## src/rtl/mic_pkg.sv

```systemverilog
// Shared types and constants for the Pmod MIC3 (ADCS7476) capture path.
package mic_pkg;

    typedef enum logic [1:0] {
        IDLE,
        CS_SETUP,
        SHIFT,
        DONE
    } mic_state_e;

    localparam int FRAME_BITS = 16;
    localparam int DATA_BITS  = 12;
    localparam int LEAD_ZEROS = 4;
    localparam int WAVE_BITS  = 10;

    // Number of system clock cycles between conversions.
    function automatic int period(input int clk_hz, input int sample_hz);
        return clk_hz / sample_hz;
    endfunction

endpackage

```

## src/rtl/sample_tick_gen.sv

```systemverilog
// Free-running 0..PERIOD-1 counter with a one-cycle strobe on the terminal count.
module sample_tick_gen #(
    parameter int PERIOD = 5000
) (
    input  logic CLOCK,
    input  logic rst_n,
    output logic tick
);

    localparam int CW = (PERIOD > 1) ? $clog2(PERIOD) : 1;
    localparam logic [CW-1:0] LAST = CW'(PERIOD - 1);

    logic [CW-1:0] count_q;

    // NOTE: sequential state is always updated with <= so every register samples pre-edge values.
    always_ff @(posedge CLOCK or negedge rst_n) begin
        if (!rst_n) begin
            count_q <= '0;
        end else if (count_q == LAST) begin
            count_q <= '0;
        end else begin
            count_q <= count_q + 1'b1;
        end
    end

    assign tick = (count_q == LAST);

endmodule

```

## src/rtl/mic_adc_capture.sv

```systemverilog
// SPI master for the ADCS7476: one 16-bit frame per sample tick, 12-bit result
// with valid strobe, 10-bit display sample, and a strobe for corrupt frames.
module mic_adc_capture
    import mic_pkg::*;
#(
    parameter int CLK_HZ    = 100_000_000,
    parameter int SAMPLE_HZ = 20_000,
    parameter int SCLK_DIV  = 25
) (
    input  logic                 CLOCK,
    input  logic                 rst_n,
    input  logic                 enable,
    input  logic                 mic_miso,
    output logic                 mic_sclk,
    output logic                 mic_cs_n,
    output logic [DATA_BITS-1:0] sample,
    output logic                 sample_valid,
    output logic [WAVE_BITS-1:0] wave_sample,
    output logic                 frame_err
);

    localparam int PERIOD = period(CLK_HZ, SAMPLE_HZ);
    localparam int HW     = (SCLK_DIV > 1) ? $clog2(SCLK_DIV) : 1;
    localparam int EW     = 5;

    // A whole frame must finish before the next tick, so ticks are never seen outside IDLE.
    generate
        if (2 + 33 * SCLK_DIV >= PERIOD) begin : g_period_check
            $error("mic_adc_capture: frame length 2+33*SCLK_DIV must be below PERIOD");
        end
    endgenerate

    logic tick;

    sample_tick_gen #(
        .PERIOD (PERIOD)
    ) u_tick (
        .CLOCK (CLOCK),
        .rst_n (rst_n),
        .tick  (tick)
    );

    mic_state_e           state_q, state_d;
    logic [HW-1:0]        hcnt_q, hcnt_d;
    logic [EW-1:0]        ecnt_q, ecnt_d;
    logic [FRAME_BITS-1:0] shift_q;
    logic                 sclk_q, sclk_d;
    logic                 cs_n_q, cs_n_d;
    logic                 valid_q, valid_d;
    logic                 err_q, err_d;
    logic [DATA_BITS-1:0] sample_q;
    logic [WAVE_BITS-1:0] wave_q;
    logic                 shift_en;
    logic                 load;
    logic                 half_done;

    assign half_done = (hcnt_q == HW'(SCLK_DIV - 1));

    always_comb begin
        // NOTE: every output of this block gets a default first so no path can infer a latch.
        state_d  = state_q;
        hcnt_d   = hcnt_q;
        ecnt_d   = ecnt_q;
        sclk_d   = 1'b1;
        shift_en = 1'b0;
        load     = 1'b0;
        valid_d  = 1'b0;
        err_d    = 1'b0;

        case (state_q)
            IDLE: begin
                if (tick && enable) begin
                    state_d = CS_SETUP;
                    hcnt_d  = '0;
                end
            end
            CS_SETUP: begin
                if (half_done) begin
                    state_d = SHIFT;
                    hcnt_d  = '0;
                    ecnt_d  = '0;
                    sclk_d  = 1'b0;
                end else begin
                    hcnt_d = hcnt_q + 1'b1;
                end
            end
            SHIFT: begin
                sclk_d = sclk_q;
                if (half_done) begin
                    hcnt_d = '0;
                    if (!sclk_q) begin
                        // The rising SCLK edge is where the ADC's bit is captured.
                        sclk_d   = 1'b1;
                        shift_en = 1'b1;
                        ecnt_d   = ecnt_q + 1'b1;
                    end else if (ecnt_q == EW'(FRAME_BITS)) begin
                        state_d = DONE;
                    end else begin
                        sclk_d = 1'b0;
                    end
                end else begin
                    hcnt_d = hcnt_q + 1'b1;
                end
            end
            DONE: begin
                state_d = IDLE;
                if (shift_q[FRAME_BITS-1 -: LEAD_ZEROS] == '0) begin
                    load    = 1'b1;
                    valid_d = 1'b1;
                end else begin
                    err_d = 1'b1;
                end
            end
            default: state_d = IDLE;
        endcase

        cs_n_d = !((state_d == CS_SETUP) || (state_d == SHIFT));
    end

    always_ff @(posedge CLOCK or negedge rst_n) begin
        if (!rst_n) begin
            state_q  <= IDLE;
            hcnt_q   <= '0;
            ecnt_q   <= '0;
            shift_q  <= '0;
            sclk_q   <= 1'b1;
            cs_n_q   <= 1'b1;
            valid_q  <= 1'b0;
            err_q    <= 1'b0;
            sample_q <= '0;
            wave_q   <= '0;
        end else begin
            state_q <= state_d;
            hcnt_q  <= hcnt_d;
            ecnt_q  <= ecnt_d;
            sclk_q  <= sclk_d;
            cs_n_q  <= cs_n_d;
            valid_q <= valid_d;
            err_q   <= err_d;
            if (shift_en) begin
                shift_q <= {shift_q[FRAME_BITS-2:0], mic_miso};
            end
            if (load) begin
                sample_q <= shift_q[DATA_BITS-1:0];
                wave_q   <= shift_q[DATA_BITS-1 -: WAVE_BITS];
            end
        end
    end

    assign mic_sclk     = sclk_q;
    assign mic_cs_n     = cs_n_q;
    assign sample       = sample_q;
    assign sample_valid = valid_q;
    assign wave_sample  = wave_q;
    assign frame_err    = err_q;

endmodule

```

## config.mk

```make
export PLATFORM = sky130hd
export DESIGN_NAME = mic_adc_capture
export DESIGN_NICKNAME = d
export VERILOG_FILES = /design/src/rtl/mic_pkg.sv /design/src/rtl/sample_tick_gen.sv /design/src/rtl/mic_adc_capture.sv
export SDC_FILE = /design/constraint.sdc
export NUM_CORES = 1
export LEC_CHECK = 0
export ABC_AREA = 1
export CAP_MARGIN = 10
export CORE_UTILIZATION = 40
export DETAILED_ROUTE_END_ITERATION = 10
export PLACE_DENSITY = 0.68
export SLEW_MARGIN = 20
export SYNTH_ARGS = -nofsm -noshare
export SYNTH_HDL_FRONTEND = slang
export SYNTH_SLANG_ARGS = --single-unit
```

## constraint.sdc

```tcl
create_clock -name CLOCK -period 3.5 [get_ports CLOCK]
set_clock_uncertainty 0.1 [all_clocks]
set_input_delay 0.7 -clock CLOCK [delete_from_list [all_inputs] [get_ports CLOCK]]
set_output_delay 0.7 -clock CLOCK [all_outputs]
set_load 0.05 [all_outputs]
```

==> After elaboration in Yosys (flattened, before gate mapping) <==
Cells that the tools add are included.
Widths: inputs -> output; s select.
{ "classes": {"addsub": 3, "muxes": 26, "reduce_logical": 10, "eq_ne": 12} }
{ "op_table": {"columns": ["operator", "count"], "rows": [
  ["$mux 5", 5],
  ["$pmux 5 s2", 2],
  ["$add 13x1->13 const B", 1],
  ["$eq 13x13->1 const B", 1],
  ["$mux 13", 1],
  ["$mux 1", 11],
  ["$add 5x1->5 const B", 2],
  ["$eq 5x5->1 const B", 2],
  ["$mux 2", 5],
  ["$ne 2x2->1 const B", 4],
  ["$pmux 2 s4", 1],
  ["$eq 2x2->1 const B", 3],
  ["$eq 2x1->1 const B", 2],
  ["$logic_not 4->1", 1],
  ["$reduce_and 4->1", 1],
  ["$reduce_bool 2->1", 2],
  ["$logic_not 2->1", 1],
  ["$pmux 1 s2", 1],
  ["$reduce_and 2->1", 1],
  ["$reduce_or 2->1", 1],
  ["$logic_and 1x1->1", 1],
  ["$logic_not 1->1", 1],
  ["$logic_or 1x1->1", 1]
]} }
{ "word_totals": {"ff_bits": 67, "in_bits": 4} }

==> Longest topological paths before layout <==
Gate-level depths: netlist (run 1).
{ "depth": {"ltp_word": 8, "depth_mapped": 13} }

==> Hierarchy <==
A second synthesis (run 1) with hierarchy kept.
{ "hier_totals": {"cells_unflattened": 339, "hier_area_um2": 2904.0} }
{ "by_module_without_submodules": {"columns": ["mod", "area_per_inst_um2", "n_inst", "cells_per_inst"], "rows": [
  ["mic_adc_capture", 2150.8, 1, 237],
  ["sample_tick_gen", 753.2, 1, 102]
]} }

==> Worst setup path before layout (run 1) <==
OpenSTA, ideal clock, no wires.
{ "synth_timing": {"path_kind": "register -> output", "from": "register sample[2] (netlist name)", "to": "output wave_sample[0]", "setup_slack_ns": 1.796, "stages_incl_launch_ff": 2, "path_buffers": 1, "t_arrival_ns": 0.904, "required_time_ns": 2.700, "path_cell_list": "dfrtp_1 buf_4"} }
{ "synth_rtl": {"columns": ["element", "line", "source"], "rows": [
  ["end, declared", "mic_adc_capture.sv:18", "output logic [WAVE_BITS-1:0] wave_sample,"]
]} }

==> Worst setup path after layout (run 1) <==
{ "layout_timing": {"from": "register sclk_q, in the netlist mic_sclk", "to": "output mic_sclk"} }
{ "layout_rtl": {"columns": ["element", "line", "source"], "rows": [
  ["start, declared", "mic_adc_capture.sv:47", "logic sclk_q, sclk_d;"],
  ["start signal, assigned", "mic_adc_capture.sv:136", "sclk_q <= sclk_d;"],
  ["end, declared", "mic_adc_capture.sv:14", "output logic mic_sclk,"]
]} }
No word-level cell between the ends.

==> results of run 1 <==
routing by layer:
metal	vias to the layer above	wire length, um	GRT usage, %
met5	-	0	0
met4	0	64	7.576
met2	41	2375	26.62
met1	991	2343	18.05
li1	1130	-	-
met3	7	181	3.561
stage by stage:
| step | power [mW] | cell area (um^2) | util, % |
|---|---|---|---|
| finish | 1.191 | 3307 | 48.41 |
| CTS | 1.209 | 3307 | 48.41 |
| floorplan | 0.6725 | 2833 | - |
| global route | 1.245 | 3307 | 48.41 |
| detailed placement | 0.6908 | 3144 | 46.03 |
| global placement | 0.6908 | 3144 | 46.03 |
cell usage in the layout, fill, tap and decap left out, drive strengths merged:
cell	count
nand3	30
a41oi	1
dfrtp	55
o21ai	30
nand4	5
buf	3
dfstp	2
clkinvlp	2
nor3	8
and2	2
clkdlybuf4s50	28
nor4	1
nor2	31
a21boi	1
clkbuf	10
xnor2	1
or2	1
ha	10
inv	55
clkinv	4
nand2	91
and3	1
a21oi	2
xor2	5
area by class of cell:
class                           instances  area (um^2)
Clock inverter                          6        35.03
Clock buffer                           10        127.6
Multi-Input combinational cell        220         1089
Tap cell                               96        120.1
Sequential cell                        57         1429
Fill cell                             693         3525
Inverter                               55        206.4
Timing Repair Buffer                   31        300.3
cell usage after synthesis (all sizes together):
master	number
dfrtp	55
and3	1
dfstp	2
a21oi	2
xnor2	1
and2	2
nor3	8
inv	55
nor4	1
nand3	30
ha	10
buf	14
nand4	5
a41oi	1
o21ai	30
nand2	91
xor2	5
a21boi	1
clkbuf	2
or2	1
nor2	31
state kept, by name, summed over array words and instances (netlist names), 2 cells and up:
name            flops
ecnt_q              5
hcnt_q              5
sample             12
shift_q            16
state_q             2
u_tick.count_q     13
final timing paths:
check | from | endpoint
setup / recovery | mic_sclk$_DFFE_PN1N_ | mic_sclk
hold / removal | shift_q[3]$_DFFE_PN0P_ | shift_q[3]$_DFFE_PN0P_
setup reg to reg | hcnt_q[0]$_DFFE_PN0P_ | ecnt_q[2]$_DFFE_PN0P_
hold reg to reg | shift_q[3]$_DFFE_PN0P_ | shift_q[3]$_DFFE_PN0P_
max in group asynchronous | rst_n | mic_sclk$_DFFE_PN1N_
min in group asynchronous | rst_n | sample[9]$_DFFE_PN0P_
power by group through the flow:
| stage | Combinational, mW | Clock [mW] | Sequential [mW] |
|---|---|---|---|
| after floorplan | 0.000584 | 0 | 0.672 |
| after global placement | 0.0190 | 0 | 0.672 |
| after detailed placement | 0.0191 | 0 | 0.672 |
| after CTS | 0.0191 | 0.530 | 0.659 |
| after global routing | 0.0210 | 0.565 | 0.659 |
| final | 0.0175 | 0.514 | 0.660 |
cells by family after synthesis:
kind of cell,Yosys count,share of synthesized area [%]
AND/OR/NAND/NOR,170,25.80
buffers and inverters,71,11.13
flip-flops,57,50.44
AO/OA/AOI/OAI,34,6.361
adder cells (fa/ha/maj),10,4.417
XOR/XNOR,6,1.855
==> impl_metrics.ini, run 1 <==
[outcome]
status = complete, no violations

[clock_tree]
cts-buffers-inserted = 9
holdBufCountCts = 0
clock_path_buffers = 2
clk_pin_slew_worst_paths_ps = 70
cts_root_buf = clkbuf_8
cts_htree_levels = 3
clk_latency_ps = 320
cts_setup_buffers = 0
cts_resized = 0
cts_tree = yes
cts.sinks = 57

[setup_path]
path_depth = 1
startpoint_type = flop
path_max_fanout = 5
cp_slowest_stage_delay_ps = 810
cpLargestDelayFamily = buffers and inverters
crit_required_ps = 2700
crit_slowest_cell = clkdlybuf4s50_1
path_class = flop to output pin
reg2reg_depth = 10
worst_ep_arrival_time_ps = 1700
reg2reg_slack_ps = 1470
end_kind = output pin
worstPathCellList = clkdlybuf4s50_1
critPathBufInv = 1

[sta]
hold_viol = 0
period_share_pct = 71.42
final_max_slew_viol_count = 0
setup_violations = 0
hold_ws_ps = 388.3
fmax_ghz = 0.4001
tns_ps = 0
slew_headroom_pct = 37.76
period_minus_slack_ps = 2500
grt_setup_unrepaired = false
worst_slew_pin_slew_ps = 933.6
finalWorstSetupSlack_ps = 1000

[die]
fp.dieArea_mm2 = 0.007423
dieHeight_um = 86.16
start_util_pct = 41.47
rows = 30
die_x_um = 86.16
coreArea_mm2 = 0.006832
ios = 30

[global_routing]
grt_max_degree = 45
antenna_found_initial = 0
grt_overflow = 0
grt_pass1_wl_mm = 9.025
grt_pass1_vias = 2171
track_usage_pct = 15.44

[layout]
drive_gt1_share_pct = 8.179
area_delta_synth_final_pct = 16.74
nNetsFinal = 388
antenna_cells = 0
finalNonFillerCells = 475

[synth]
avgSynthCellArea_um2 = 8.140
syn_area_mm2 = 0.002833
netlist-cell-type-count = 28
synth_warnings = 0
ys_seq_area_share_pct = 50.44
synth.largest_area_cell = dfrtp_1
postSynthRegisterBits = 57
synth_top_area_share_pct = 48.59
syn_inst = 348
synth_area_leaders = dfrtp_1 (49%), nand2_1 (12%), inv_1 (7.0%)
synth_fp_nets = 362

[placement]
hpwl_mm = 3.648
dp_slack_ps = 1348
gp_congestion = 0.8023
dp_cells = 459
io_buffers = 29

[routing]
drtIter0Drc = 72
viasPerCell = 4.566
num_vias = 2169
routedWlPerCell_um = 10.45
routed_wl_mm = 4.965
drc = 0
ant_nets = 0
dr.pass1.iters = 5

[power_and_ir_drop]
power_per_cell_area_mw_per_mm2 = 360.3
irDropWorstVdd_mv = 0.1837
power_frac_seq_pct = 55.4
p_leak_nw = 1.651
intPower_mw = 0.9149
comb_power_share_pct = 1.5
clkPwrFrac_pct = 43.2
swShare_pct = 23.20
p_switching_mw = 0.2764

[flow_run]
drv_cap = 0

[min_path]
hold-path-cell-count = 2
hold_path_class = flop to flop
No activity file was read; power rests on OpenSTA's default activity.
==> run 2: changes to the inputs <==
PLACE_DENSITY = 0.7   (was 0.68)
clock period = 2.1 ns   (was 3.5 ns; I/O delays follow)
==> impl_metrics.ini, run 2 (same netlist as run 1, synthesis figures left out) <==
[sta]
hold_viol = 10
tns_ps = 0
period_share_pct = 97.02
final_max_slew_viol_count = 0
setup_violations = 0
grt_setup_unrepaired = false
hold_ws_ps = -4.945
worst_slew_pin_slew_ps = 615.6
fmax_ghz = 0.4908
slew_headroom_pct = 58.96
period_minus_slack_ps = 2038

[routing]
routed_wl_mm = 4.998
dr.pass1.iters = 4
drtIter0Drc = 99
routedWlPerCell_um = 10.46
viasPerCell = 4.613
num_vias = 2205
drc = 0
ant_nets = 0

[die]
start_util_pct = 41.47
fp.dieArea_mm2 = 0.007423
coreArea_mm2 = 0.006832
ios = 30
rows = 30
die_x_um = 86.16
dieHeight_um = 86.16

[layout]
final_cell_mix = nand2_1 (89), dfrtp_1 (55), inv_1 (53)
largest_reg_flops = 16
layout_commonest_cell = nand2_1
fill_cells = 667
area_delta_synth_final_pct = 18.86
drive_gt1_share_pct = 8.901
nNetsFinal = 391
regMostFlops = shift_q
antenna_cells = 0
finalNonFillerCells = 478

[clock_tree]
cts_htree_levels = 3
cts_resized = 0
clk_pin_slew_worst_paths_ps = 70
cts-buffers-inserted = 9
clock_path_buffers = 2
cts_root_buf = clkbuf_8
cts_tree = yes
holdBufCountCts = 0
cts.sinks = 57
cts_setup_buffers = 0
clk_latency_ps = 340

[power_and_ir_drop]
p_switching_mw = 0.4397
power_frac_seq_pct = 52.6
swShare_pct = 21.01
power_per_cell_area_mw_per_mm2 = 621.4
irDropWorstVdd_mv = 0.3475
intPower_mw = 1.652
clkPwrFrac_pct = 45.8
comb_power_share_pct = 1.6
p_leak_nw = 1.689

[setup_path]
reg2reg_slack_ps = 350
crit_end = wave_sample[5]
reg2reg_to = ecnt_q[2]$_DFFE_PN0P_
reg2reg_depth = 9
crit_slowest_cell = clkdlybuf4s50_1
cpLargestDelayFamily = buffers and inverters
path_class = flop to output pin
critPathBufInv = 1
cp-startpoint = sample[7]$_DFFE_PN0P_
startpoint_type = flop
path_depth = 1
worst_ep_arrival_time_ps = 1520
r2r_start = hcnt_q[0]$_DFFE_PN0P_
end_kind = output pin
worstPathCellList = clkdlybuf4s50_1
crit_required_ps = 1580
path_max_fanout = 3
cp_slowest_stage_delay_ps = 810

[global_routing]
grt_pass1_vias = 2076
grt_pass1_wl_mm = 8.873
grt_overflow = 0
track_usage_pct = 15.32
grt_max_degree = 30
antenna_found_initial = 0

[flow_run]
drv_cap = 0

[outcome]
violations = hold timing
status = complete, but fails checks

[placement]
dp_cells = 462
hpwl_mm = 3.652
io_buffers = 29
gp_congestion = 0.8830

[min_path]
hold_path_class = primary input to async pin
run 2: cell types whose count changed in the layout (fill, tap and decap cells not counted):
cell	previous run	this run
clkinv_2	4	3
buf_4	2	5
buf_12	0	2
clkinvlp_4	2	0
clkdlybuf4s50_1	28	26
clkbuf_1	1	3
bufinv_16	0	1
run 2: worst min path at each step:
stage               slack (ps)                      to
global route                40  shift_q[3]$_DFFE_PN0P_
detailed placement         370   sample[9]$_DFFE_PN0P_
global placement           360   sample[9]$_DFFE_PN0P_
CTS                          2  shift_q[3]$_DFFE_PN0P_
finish                      -5  shift_q[3]$_DFFE_PN0P_
floorplan                   20   ecnt_q[0]$_DFFE_PN0P_
run 2: routing by layer:
layer,GRT usage (%),up-vias,wire [um]
met5,0,-,0
met4,8.636,0,107
met3,2.887,9,145
met2,25.47,38,2344
met1,18.67,1020,2401
li1,-,1138,-
run 2: final cells by class:
| type | count | area (um^2) | area share (%) |
|---|---|---|---|
| inverter | 55 | 206.4 | 6.132 |
| sequential | 57 | 1429 | 42.44 |
| multi-input combinational | 220 | 1089 | 32.33 |
| tap | 96 | 120.1 | 3.567 |
| clock inverter | 4 | 45.04 | 1.338 |
| clock buffer | 12 | 135.1 | 4.013 |
| timing repair buffer | 34 | 342.8 | 10.18 |
run 2: power groups by stage:
| stage | combinational [mW] | sequential [mW] | clock, mW |
|---|---|---|---|
| 2_1_floorplan | 0.000973 | 1.12 | 0 |
| 3_3_place_gp | 0.0358 | 1.12 | 0 |
| 3_5_place_dp | 0.0365 | 1.12 | 0 |
| 4_1_cts | 0.0366 | 1.10 | 0.985 |
| 5_1_grt | 0.0405 | 1.10 | 1.03 |
| 6_report | 0.0344 | 1.10 | 0.958 |
run 2: metrics by stage:
step	setup WS, ps	area [um^2]	hold WS, ps	power (mW)	utilization, %
finish	62.48	3367	-4.945	2.092	49.29
global route	21.00	3367	35.07	2.166	49.29
CTS	42.15	3367	2.308	2.121	49.29
detailed placement	347.9	3187	365.8	1.156	46.65
global placement	435.2	3187	357.4	1.155	46.65
floorplan	619.0	2833	24.41	1.121	-
==> run 3: changes to the inputs <==
SLEW_MARGIN = unset   (was 20)
==> results of run 3 <==
Final layout, timing and power as in run 2 (identical DEF).
